===== src/rtl/tdm_demux4_if.sv =====
// Link interface between the TDM stream source and the 4-channel demultiplexer.
// The master drives the slot strobe, frame marker and data. The slave returns
// the recovered channels and the link status.
interface tdm_demux4_if #(
  parameter int WIDTH = 1
);
  logic             EN;
  logic             SYNC;
  logic [WIDTH-1:0] Z;
  logic [WIDTH-1:0] A;
  logic [WIDTH-1:0] B;
  logic [WIDTH-1:0] C;
  logic [WIDTH-1:0] D;
  logic             S1;
  logic             S0;
  logic             VALID;
  logic             LOCK;
  logic             SYNC_ERR;

  modport master (
    output EN, SYNC, Z,
    input  A, B, C, D, S1, S0, VALID, LOCK, SYNC_ERR
  );

  modport slave (
    input  EN, SYNC, Z,
    output A, B, C, D, S1, S0, VALID, LOCK, SYNC_ERR
  );
endinterface


===== src/rtl/tdm_demux4.sv =====
// Receive side of the 4:1 TDM link.
// It finds frame alignment from the SYNC marker and splits the stream into
// four registered channels A..D. Slots 0..2 are held in shadow registers, so
// the outputs change only as a complete frame.
module tdm_demux4 #(
  parameter int WIDTH    = 1,
  parameter int MAX_MISS = 3
) (
  input  logic          CLK,
  input  logic          RST,
  tdm_demux4_if.slave   bus
);

  typedef enum logic {HUNT, LOCKED} state_t;

  localparam logic [3:0] MAX_MISS_C = 4'(MAX_MISS);

  state_t           state_q, state_d;
  logic [1:0]       slot_q, slot_d;
  logic [3:0]       miss_q, miss_d;
  logic [3:0]       miss_inc;
  logic [WIDTH-1:0] sha_q, sha_d, shb_q, shb_d, shc_q, shc_d;
  logic [WIDTH-1:0] a_q, a_d, b_q, b_d, c_q, c_d, d_q, d_d;
  logic             valid_q, valid_d;
  logic             err_q, err_d;

  // Next-state logic: alignment FSM, slot counter, shadow capture and frame commit.
  // NOTE: every signal gets a default first so that no path leaves one unassigned and infers a latch.
  always_comb begin
    state_d  = state_q;
    slot_d   = slot_q;
    miss_d   = miss_q;
    miss_inc = miss_q + 4'd1;
    sha_d    = sha_q;
    shb_d    = shb_q;
    shc_d    = shc_q;
    a_d      = a_q;
    b_d      = b_q;
    c_d      = c_q;
    d_d      = d_q;
    valid_d  = 1'b0;
    err_d    = 1'b0;

    if (bus.EN) begin
      unique case (state_q)
        HUNT: begin
          if (bus.SYNC) begin
            sha_d   = bus.Z;
            slot_d  = 2'd1;
            miss_d  = 4'd0;
            state_d = LOCKED;
          end
        end

        LOCKED: begin
          if (bus.SYNC && slot_q != 2'd0) begin
            // A marker away from slot 0 drops the partial frame. That sample starts a new frame.
            err_d  = 1'b1;
            sha_d  = bus.Z;
            slot_d = 2'd1;
            miss_d = 4'd0;
          end else begin
            unique case (slot_q)
              2'd0: begin
                if (bus.SYNC) begin
                  sha_d  = bus.Z;
                  miss_d = 4'd0;
                  slot_d = 2'd1;
                end else if (miss_inc == MAX_MISS_C) begin
                  state_d = HUNT;
                  slot_d  = 2'd0;
                  miss_d  = 4'd0;
                end else begin
                  // Flywheel: keep the assumed alignment while the misses stay below the limit.
                  sha_d  = bus.Z;
                  miss_d = miss_inc;
                  slot_d = 2'd1;
                end
              end
              2'd1: begin
                shb_d  = bus.Z;
                slot_d = 2'd2;
              end
              2'd2: begin
                shc_d  = bus.Z;
                slot_d = 2'd3;
              end
              default: begin
                a_d     = sha_q;
                b_d     = shb_q;
                c_d     = shc_q;
                d_d     = bus.Z;
                valid_d = 1'b1;
                slot_d  = 2'd0;
              end
            endcase
          end
        end

        default: state_d = HUNT;
      endcase
    end
  end

  // State register. Synchronous reset has priority over EN and SYNC.
  // NOTE: sequential state uses non-blocking assignments, so every register samples pre-edge values.
  always_ff @(posedge CLK) begin
    if (RST) begin
      state_q <= HUNT;
      slot_q  <= 2'd0;
      miss_q  <= 4'd0;
      sha_q   <= '0;
      shb_q   <= '0;
      shc_q   <= '0;
      a_q     <= '0;
      b_q     <= '0;
      c_q     <= '0;
      d_q     <= '0;
      valid_q <= 1'b0;
      err_q   <= 1'b0;
    end else begin
      state_q <= state_d;
      slot_q  <= slot_d;
      miss_q  <= miss_d;
      sha_q   <= sha_d;
      shb_q   <= shb_d;
      shc_q   <= shc_d;
      a_q     <= a_d;
      b_q     <= b_d;
      c_q     <= c_d;
      d_q     <= d_d;
      valid_q <= valid_d;
      err_q   <= err_d;
    end
  end

  assign bus.A        = a_q;
  assign bus.B        = b_q;
  assign bus.C        = c_q;
  assign bus.D        = d_q;
  assign bus.S1       = slot_q[1];
  assign bus.S0       = slot_q[0];
  assign bus.VALID    = valid_q;
  assign bus.LOCK     = (state_q == LOCKED);
  assign bus.SYNC_ERR = err_q;

endmodule

===== src/flat_wrapper.sv =====
// flat-port wrapper written by rule: the top's interface ports become plain ports
module tdm_demux4_flat 
#(
  parameter int WIDTH    = 1,
  parameter int MAX_MISS = 3
)
  (CLK, RST, bus_EN, bus_SYNC, bus_Z, bus_A, bus_B, bus_C, bus_D, bus_S1, bus_S0, bus_VALID, bus_LOCK, bus_SYNC_ERR);
  tdm_demux4_if #(.WIDTH(WIDTH)) bus_i ();
  input  logic CLK;
  input  logic RST;
  input wire logic [$bits(bus_i.EN)-1:0] bus_EN;
  input wire logic [$bits(bus_i.SYNC)-1:0] bus_SYNC;
  input wire logic [$bits(bus_i.Z)-1:0] bus_Z;
  output wire logic [$bits(bus_i.A)-1:0] bus_A;
  output wire logic [$bits(bus_i.B)-1:0] bus_B;
  output wire logic [$bits(bus_i.C)-1:0] bus_C;
  output wire logic [$bits(bus_i.D)-1:0] bus_D;
  output wire logic [$bits(bus_i.S1)-1:0] bus_S1;
  output wire logic [$bits(bus_i.S0)-1:0] bus_S0;
  output wire logic [$bits(bus_i.VALID)-1:0] bus_VALID;
  output wire logic [$bits(bus_i.LOCK)-1:0] bus_LOCK;
  output wire logic [$bits(bus_i.SYNC_ERR)-1:0] bus_SYNC_ERR;
  assign bus_i.EN = bus_EN;
  assign bus_i.SYNC = bus_SYNC;
  assign bus_i.Z = bus_Z;
  assign bus_A = bus_i.A;
  assign bus_B = bus_i.B;
  assign bus_C = bus_i.C;
  assign bus_D = bus_i.D;
  assign bus_S1 = bus_i.S1;
  assign bus_S0 = bus_i.S0;
  assign bus_VALID = bus_i.VALID;
  assign bus_LOCK = bus_i.LOCK;
  assign bus_SYNC_ERR = bus_i.SYNC_ERR;
  tdm_demux4 #(.WIDTH(WIDTH), .MAX_MISS(MAX_MISS)) u_core (.CLK(CLK), .RST(RST), .bus(bus_i));
endmodule

===== config.mk =====
export PLATFORM = sky130hd
export DESIGN_NAME = tdm_demux4_flat
export DESIGN_NICKNAME = d
export VERILOG_FILES = /design/src/rtl/tdm_demux4_if.sv /design/src/rtl/tdm_demux4.sv /design/src/flat_wrapper.sv
export SDC_FILE = /design/constraint.sdc
export NUM_CORES = 1
export LEC_CHECK = 0
export CORE_MARGIN = 2
export CORE_UTILIZATION = 30
export DETAILED_ROUTE_END_ITERATION = 16
export SYNTH_ARGS = -nofsm -noshare
export SYNTH_HDL_FRONTEND = slang
export SYNTH_SLANG_ARGS = --single-unit
export TNS_END_PERCENT = 50

===== constraint.sdc =====
create_clock -name CLK -period 3.5 [get_ports CLK]
set_input_delay 0.875 -clock CLK [delete_from_list [all_inputs] [get_ports CLK]]
set_output_delay 0.875 -clock CLK [all_outputs]
set_load 0.005 [all_outputs]

==> impl_metrics.tcl <==
set metrics [dict create \
    status "finished clean" \
    yosysTopAreaCell "dfxtp_1" \
    clkLatencyLatePin_ps 280 \
    grt_overflow 0 \
    yosys.cell_types.count 30 \
    synth_cells 89 \
    arrival_ps 1420 \
    clk_pin_slew_worst_paths_ps 100 \
    synth_area_leaders "dfxtp_1 (39%), ha_1 (9.1%), mux2i_1 (8.5%), nor2_1 (5.0%), a21oi_1 (3.0%)" \
    max_slew_margin_pct 58.21 \
    sequentialPowerShare_pct 55.0 \
    cp_slowest_cell "clkdlybuf4s50_1" \
    drive_gt1_share_pct 8.824 \
    power_per_cell_area_mw_per_mm2 341.3 \
    crit_path_end "bus_LOCK" \
    place_inst 129 \
    clock-sinks 16 \
    largest_reg_flops 4 \
    slowest_delay_ps 570 \
    top_regs "u_core.miss_q x4, u_core.slot_q x2" \
    synth_edf_count 0 \
    h-tree-depth 1 \
    cts_buffer_depth 2 \
    ys_seq_elements 16 \
    fin_ws_ps 1204 \
    worstReg2RegStart "u_core.slot_q[1]" \
    num_rows 19 \
    hold_ws_ps 489.0 \
    p_clk_share_pct 35.2 \
    place_hpwl_mm 1.101 \
    r2r_setup_slack_ps 1820 \
    crit_type "flip-flop to output port" \
    rsz0062_at_grt "no" \
    worstRegToRegCells 6 \
    period_minus_slack_ps 2296 \
    crit_cells 1 \
    track_usage_pct 10.55 \
    cp_top_family "buffers and inverters" \
    vdd_drop_max_mv 0.1966 \
    syn_area_um2 824.5 \
    netSwitchingFraction_pct 23.56 \
    largest-register "u_core.miss_q" \
    comb_power_share_pct 9.8 \
    p_int_mw 0.2641 \
    drtAntennaViolNets 0 \
    die_area_mm2 0.003184 \
    drcViolationCount 0 \
    insertedDiodeCount 0 \
    p_switching_mw 0.08139 \
    area_growth_pct 22.76 \
    ios 14 \
    r2r_end "u_core.bus.D" \
    holdCritPathClass "flip-flop to flip-flop" \
    synth_ff_type "dfxtp_1" \
    crit_chain "clkdlybuf4s50_1" \
    fp.dieW_um 56.43 \
    portBuffers 13 \
    drt_wl_total_mm 1.516 \
    detail_route.first_pass.iterations 3 \
    vias 656 \
    worst_setup_path_end_kind "output port" \
    antenna_found_initial 0 \
    leakagePower_nw 0.4112 \
    max_freq_mhz 435.5 \
    final_max_slew_viol_count 0 \
    critPathLaunch "u_core.bus.LOCK" \
    grt_pass1_wl_mm 2.691 \
    initialDrtViolationCount 15 \
    required_ps 2620 \
    tightest_slew_ps 624.9 \
    place.gp.congestion 0.7336 \
    wl_per_cell_um 11.40 \
    final_cell_area_mm2 0.001012 \
    hold_violations 0 \
    die-height_um 56.43 \
    fillers 294 \
    viasPerCell 4.932 \
    final_cell_mix "dfxtp_1 (16), clkdlybuf4s50_1 (13), nor2_1 (11)" \
    ys_warn_count 0 \
    cts_tree "done" \
    yosysSeqAreaShare_pct 38.85 \
    grt_pass1_vias 649 \
    drv_cap 0 \
    dp_worst_setup_slack_ps 1110 \
    start_util_pct 30.69 \
    layout_commonest_cell "dfxtp_1" \
    fin_setup_tns_ps 0 \
    critical_path_buf_inv_count 1 \
    grt_max_degree 18 \
    post-route-util_pct 37.68 \
    post_cts_buffers 0 \
    async_flop_share_pct 0 \
    holdBufCountCts 0 \
    setup_viol 0 \
    power.total_mw 0.3454 \
    fp.coreArea_mm2 0.002686 \
    fin_cells 133 \
    worst_setup_path_start_kind "flip-flop" \
    syn_nets 100 \
    path_max_fanout 12 \
    cts_buffers 3 \
    cts_resized 0 \
    period_share_pct 65.61 \
    clock_skew_ps 10.49 \
    placed_area_um2 975.9 \
    synth.avg_cell_area_um2 9.265 \
    fin_nets 114 \
    yosysTopAreaCellShare_pct 38.85 \
    cts_root_buf "clkbuf_4" \
]
==> cells by family after synthesis <==
logic type	Yosys count	synth area share [%]
adder cells (fa/ha/maj)	6	9.104
multiplexers	7	8.498
AO/OA/AOI/OAI	17	15.78
flip-flops	16	38.85
AND/OR/NAND/NOR	36	24.28
buffers and inverters	7	3.490
==> synth_stat cells, types with 2 or more instances <==
master	count
a22oi_1	2
dfxtp_1	16
inv_1	3
buf_2	2
nor2b_1	3
o21ai_0	3
mux2i_1	7
ha_1	6
nand4_1	3
nand2b_1	3
a21oi_1	5
nand2_1	6
nor2_1	11
clkbuf_1	2
nand3_1	2
==> power by group through the flow <==
stage          Combinational (mW)  Sequential (mW)  Clock (mW)
2_1_floorplan              0.0224            0.192           0
3_3_place_gp               0.0335            0.194           0
3_5_place_dp               0.0341            0.194           0
4_1_cts                    0.0341            0.190       0.129
5_1_grt                    0.0383            0.191       0.136
6_report                   0.0339            0.190       0.122
==> metal layers <==
| layer | global-route usage (%) | routed length, µm | share of wire (%) | vias to the layer above |
|---|---|---|---|---|
| li1 | - | - | - | 341 |
| met1 | 13.12 | 708 | 47 | 305 |
| met2 | 16.94 | 760 | 50 | 8 |
| met3 | 1.843 | 39 | 2.6 | 2 |
| met4 | 6.122 | 8 | 0.53 | 0 |
| met5 | 0 | 0 | 0 | - |
==> area by class of cell <==
| class | instances | area (µm²) | area share (%) |
|---|---|---|---|
| clock buffer | 4 | 36.28 | 3.585 |
| multi-input combinational | 66 | 475.5 | 46.97 |
| tap | 31 | 38.79 | 3.832 |
| timing repair buffer | 13 | 130.1 | 12.86 |
| sequential | 16 | 320.3 | 31.64 |
| inverter | 3 | 11.26 | 1.112 |
==> how the worst min path moves through the flow <==
stage                             from      endpoint  slack, ps  cells after the start
after floorplan           u_core.sha_q  u_core.sha_q        450                      2
after detailed placement  u_core.sha_q  u_core.sha_q        480                      2
final                     u_core.sha_q  u_core.sha_q        490                      2
after global placement    u_core.sha_q  u_core.sha_q        470                      2
after global routing      u_core.sha_q  u_core.sha_q        520                      2
after CTS                 u_core.sha_q  u_core.sha_q        500                      2
(Power assumes the default switching activity.)
